### config.mk
export PLATFORM = sky130hd
export DESIGN_NAME = apb_slave_regfile
export DESIGN_NICKNAME = d
export VERILOG_FILES = /design/src/rtl/apb_slave_regfile.sv
export SDC_FILE = /design/constraint.sdc
export NUM_CORES = 1
export LEC_CHECK = 0
export CAP_MARGIN = 10
export CORE_MARGIN = 5
export CORE_UTILIZATION = 40
export CTS_CLUSTER_DIAMETER = 50
export DETAILED_ROUTE_END_ITERATION = 6
export GPL_ROUTABILITY_DRIVEN = 0
export PLACE_DENSITY_LB_ADDON = 0.1
export SKIP_LAST_GASP = 1
export SLEW_MARGIN = 10
export SYNTH_ARGS = -nofsm -noshare
export SYNTH_HDL_FRONTEND = slang
export SYNTH_SLANG_ARGS = --single-unit
export TNS_END_PERCENT = 5
### constraint.sdc
create_clock -name Hclk -period 3 [get_ports Hclk]
set_input_delay 0.6 -clock Hclk [delete_from_list [all_inputs] [get_ports Hclk]]
set_output_delay 0.6 -clock Hclk [all_outputs]
set_load 0.03 [all_outputs]
### src/rtl/apb_slave_regfile.sv
// APB slave with a 16-word register file: word 0 is a read-only ID, words 1..15 are storage.
// Supports configurable access-phase wait states and a PSLVERR response for bad accesses.
module apb_slave_regfile #(
  parameter int unsigned SEL_BIT     = 0,
  parameter int unsigned WAIT_STATES = 0,
  parameter logic [31:0] BASE_ADDR   = 32'h8000_0000,
  parameter logic [31:0] ID_VALUE    = 32'hA5B0_0001
) (
  input  logic        Hclk,
  input  logic        Hresetn,
  input  logic [2:0]  Pselx,
  input  logic        Penable,
  input  logic        Pwrite,
  input  logic [31:0] Paddr,
  input  logic [31:0] Pwdata,
  output logic [31:0] Prdata,
  output logic        Pready,
  output logic        Pslverr
);

  typedef enum logic [0:0] {
    IDLE   = 1'b0,
    ACCESS = 1'b1
  } state_e;

  localparam logic [1:0] SEL_IDX  = 2'(SEL_BIT);
  localparam logic [2:0] WAIT_INI = 3'(WAIT_STATES);

  state_e      state_q, state_d;
  logic [2:0]  cnt_q, cnt_d;
  logic [31:0] addr_q, addr_d;
  logic [31:0] wdata_q, wdata_d;
  logic        write_q, write_d;
  logic [31:0] mem_q [16];

  logic        sel_s;
  logic [3:0]  idx_s;
  logic        err_s;
  logic        done_s;
  logic        bad_idle_s;
  logic        commit_s;
  logic [31:0] rd_word_s;

  assign sel_s      = Pselx[SEL_IDX];
  assign idx_s      = addr_q[5:2];
  // All checks use the captured transfer, never the live bus.
  assign err_s      = (addr_q[31:6] != BASE_ADDR[31:6]) || (addr_q[1:0] != 2'b00) ||
                      (write_q && (idx_s == 4'd0));
  assign done_s     = (state_q == ACCESS) && sel_s && Penable && (cnt_q == 3'd0);
  assign bad_idle_s = (state_q == IDLE) && sel_s && Penable;
  assign commit_s   = done_s && write_q && !err_s;
  assign rd_word_s  = (idx_s == 4'd0) ? ID_VALUE : mem_q[idx_s];

  // State, wait counter and captured transfer registers.
  always_ff @(posedge Hclk or negedge Hresetn) begin
    if (!Hresetn) begin
      state_q <= IDLE;
      cnt_q   <= 3'd0;
      addr_q  <= 32'd0;
      wdata_q <= 32'd0;
      write_q <= 1'b0;
    end else begin
      state_q <= state_d;
      cnt_q   <= cnt_d;
      addr_q  <= addr_d;
      wdata_q <= wdata_d;
      write_q <= write_d;
    end
  end

  // Next-state logic: capture on setup, count down while enabled, leave on completion or sel drop.
  always_comb begin
    state_d = state_q;
    cnt_d   = cnt_q;
    addr_d  = addr_q;
    wdata_d = wdata_q;
    write_d = write_q;
    case (state_q)
      IDLE: begin
        if (sel_s && !Penable) begin
          state_d = ACCESS;
          cnt_d   = WAIT_INI;
          addr_d  = Paddr;
          wdata_d = Pwdata;
          write_d = Pwrite;
        end else begin
          state_d = IDLE;
        end
      end
      ACCESS: begin
        if (!sel_s) begin
          state_d = IDLE;
        end else if (Penable) begin
          if (cnt_q == 3'd0) begin
            state_d = IDLE;
          end else begin
            cnt_d = cnt_q - 3'd1;
          end
        end else begin
          state_d = ACCESS;
        end
      end
      default: begin
        state_d = IDLE;
      end
    endcase
  end

  // Register file storage; word 0 is never written because such writes are flagged as errors.
  always_ff @(posedge Hclk or negedge Hresetn) begin
    if (!Hresetn) begin
      for (int i = 0; i < 16; i++) begin
        mem_q[i] <= 32'd0;
      end
    end else if (commit_s) begin
      mem_q[idx_s] <= wdata_q;
    end else begin
      for (int i = 0; i < 16; i++) begin
        mem_q[i] <= mem_q[i];
      end
    end
  end

  // Bus responses are combinational and forced low while reset is asserted.
  always_comb begin
    Pready  = 1'b0;
    Pslverr = 1'b0;
    Prdata  = 32'd0;
    if (Hresetn) begin
      Pready  = done_s || bad_idle_s;
      Pslverr = (done_s && err_s) || bad_idle_s;
      if (done_s && !write_q && !err_s) begin
        Prdata = rd_word_s;
      end else begin
        Prdata = 32'd0;
      end
    end else begin
      Pready  = 1'b0;
      Pslverr = 1'b0;
      Prdata  = 32'd0;
    end
  end

endmodule
==> run_results.csv <==
group,metric,value,unit
run_status,outcome,"finished with violations",
run_status,violations,"negative setup slack",
global_routing,antenna_found_initial,0,
min_path,worstHoldPathType,"input pin to async pin",
floorplanning,io_pins,105,
global_routing,gr-total-overflow,0,
clock_tree,ctsLongestPathBuffers,3,
route,drcViolationCount,0,
finish,final_cells,2637,
finish,area.sequential,0.0143,mm²
clock_tree,cts_tree,"built",
placed_design,io_buffers,102,
synth,synth_area,0.0260,mm²
setup_path,crit_chain,"buf_12, bufbuf_16, mux4_2, a22oi_1, a21oi_4, buf_12",
route,antenna_left,0,
route,firstDrtPassIters,4,
route,vias,14330,
global_routing,grtUsageTotal,18.9,%
finish,nFillCells,5445,
flow_run,cap_violations,0,
floorplanning,die_w,265,µm
setup_path,crit_arrival,2.69,ns
global_routing,grt_pass1_wl,102,mm
setup_path,worstPathMaxFanout,13,
power_and_ir_drop,p_leak,14.6,nW
clock_tree,insertion_delay,0.60,ns
synth,yosys_warnings,0,
synth,synthFlopType,"dfrtp_1",
finish,layout-drive-gt1-share,53.5,%
synth,synth_cell_type_count,43,
finish,multiInputGateArea,0.0110,mm²
setup_path,endpoint_kind,"output port",
timing,setup_viol,33,
global_routing,grt_pass1_vias,16140,
synth,ys_ff_latch,573,
finish,num_antenna_cells,0,
synth,synth_edf_count,0,
floorplanning,core,0.0643,mm²
finish,finalInstanceArea,0.0318,mm²
clock_tree,h-tree-depth,3,
placed_design,dp_cells,2487,
synth,async_flop_share,100,%
finish,area_growth,22.5,%
clock_tree,cts_buffers,73,
synth,synthCells,1584,
setup_path,cp.required,2.40,ns
setup_path,slowest_delay,0.51,ns
setup_path,crit_family,"buffers and inverters",
power_and_ir_drop,power.density,628,mW/mm²
timing,worst_slack,-0.286,ns
route,drt-total-wl,65.4,mm
route,wl_per_cell,24.8,µm
route,vias_per_cell,5.43,
setup_path,timing.critical_path.mode_cell,"buf_12",
timing,tns,-8.43,ns
global_routing,grt_max_degree,179,
timing,slew_viol_final,0,
clock_tree,path_clk_slew,0.05,ns
floorplanning,start_util,40.4,%
timing,rsz0062_at_grt,"true",
timing,fin_skew,0.0245,ns
power_and_ir_drop,peakVddDrop,337,µV
timing,final.period_utilization,110,%
timing,fmax,304,MHz
timing,worstMarginPinSlew,1.05,ns
placed_design,placed_cell_area,0.0287,mm²
clock_tree,cts_sinks,573,
clock_tree,cts-root-buf,"clkbuf_16",
timing,hold_viol,0,
floorplanning,dieArea,0.0702,mm²
placed_design,hpwl,37.4,mm
floorplanning,row_count,93,
setup_path,path_buf_inv,3,
floorplanning,die_y,265,µm
timing,relSlewSlack,30.1,%
setup_path,crit_slowest_cell,"mux4_2",
synth,synth.avg_cell_area,16.4,µm²
setup_path,crit_path_start_kind,"register",
route,drt-initial-drc-count,662,
timing,period_minus_slack,3.29,ns
finish,final_net_count,1798,
synth,synth_fp_nets,1657,
synth,seq_area_frac_synth,55.2,%
setup_path,path_class,"register to output port",
==> logic make-up (layout without fill, tap and decap cells) <==
| family | Yosys count | count (layout) | synth area share (%) |
|---|---|---|---|
| muxes | 673 | 673 | 34.8 |
| DFF | 573 | 573 | 55.2 |
| buffers and inverters | 163 | 361 | 3.89 |
| AOI/OAI and AO/OA | 114 | 114 | 3.38 |
| and+or+nand+nor | 59 | 59 | 2.63 |
| adders and majority gates | 2 | 2 | 0.0963 |
==> power by group <==
group          total [mW]  internal [mW]  switching (mW)
Combinational        2.35           1.06            1.28
Sequential           8.52           7.96           0.564
Clock                9.14           5.78            3.36
Total                20.0           14.8            5.21
==> area by class of cell <==
class                      count  share of cell area (%)
clock inverter                24                    1.19
inverter                       5                  0.0589
multi-input combinational    848                    34.5
tap                          855                    3.36
timing repair buffer         224                    9.01
clock buffer                 108                    6.79
sequential                   573                    45.0
==> flip-flops by register name (all words and copies together) (netlist names) <==
register	count
write_q	1
cnt_q	3
state_q	1
addr_q	32
mem_q	504
wdata_q	32
==> cell usage after synthesis (4+ instances only) <==
master | instances | area share, %
mux2_2 | 445 | 19
a21oi_2 | 19 | 0.64
clkbuf_1 | 61 | 0.88
mux2_1 | 64 | 2.8
mux2i_1 | 9 | 0.35
mux2_4 | 35 | 2.0
inv_1 | 5 | 0.072
dfrtp_1 | 573 | 55
buf_6 | 47 | 2.0
a2bb2oi_1 | 8 | 0.27
nor4_4 | 18 | 1.5
a21oi_1 | 12 | 0.23
buf_2 | 12 | 0.23
a22oi_1 | 64 | 1.8
nand4_1 | 4 | 0.096
nor2_1 | 4 | 0.058
nand2_1 | 8 | 0.12
mux4_2 | 120 | 10
buf_1 | 36 | 0.52
==> timing repair <==
action                                  in CTS  in global routing
gates resized for setup                     56                 13
setup buffers                                6                  7
gates cloned                                 2                  1
endpoints found under the setup margin      34                 34
hold endpoints to repair                     4                  0
pin swaps                                    5                  2
hold buffers                                 2                  0
==> layout by cell type, fill, tap and decap left out, types with 3 or more instances in the layout <==
cell,instances
a21oi_2,9
a21oi_4,23
a22o_1,3
a22oi_1,54
a22oi_2,10
a2bb2oi_1,8
buf_12,70
buf_16,4
buf_4,75
bufinv_16,9
clkbuf_1,18
clkbuf_16,77
clkbuf_8,14
clkdlybuf4s50_1,68
clkinv_2,7
dfrtp_1,571
inv_1,3
inv_6,5
mux2_1,64
mux2_2,445
mux2_4,35
mux2i_1,9
mux4_2,120
nand2_1,8
nand4_1,4
nor2_1,3
nor4_4,20
or4_4,3
==> path summary, 6_finish.rpt <==
| path | from | slack [ns] | cells past startpoint | endpoint |
|---|---|---|---|---|
| max | addr_q[2]$_DFFE_PN0P_ | -0.29 | 6 | Prdata[25] |
| min in group Hclk | mem_q[487]$_DFFE_PN0P_ | 0.37 | 0 | mem_q[487]$_DFFE_PN0P_ |
| max reg2reg | addr_q[2]$_DFFE_PN0P_ | 0.33 | 8 | mem_q[428]$_DFFE_PN0P_ |
| max in group asynchronous | Hresetn | 1.40 | 4 | mem_q[36]$_DFFE_PN0P_ |
| min reg2reg | mem_q[487]$_DFFE_PN0P_ | 0.37 | 0 | mem_q[487]$_DFFE_PN0P_ |
| min | Hresetn | 0.07 | 2 | mem_q[231]$_DFFE_PN0P_ |
==> layer usage <==
metal  routed length (µm)  up-vias  GRT usage (%)
met1                30000     7784           26.6
met4                 1550        0           4.80
met2                31300      228           30.8
met5                    0        -              0
met3                 2500      100           3.33
li1                     -     6218              -
==> stage by stage <==
step	utilization, %	hold WS (ns)	total power, mW	setup slack, ns
4_1_cts	49.2	0.0755	20.2	-0.371
3_3_place_gp	44.6	0.360	10.7	-0.284
5_1_grt	49.5	0.0902	20.8	-0.416
3_5_place_dp	44.6	0.363	10.8	-0.305
6_report	49.5	0.0689	20.0	-0.286
2_1_floorplan	-	0.304	9.67	0.0525
(Power assumes the default switching activity.)
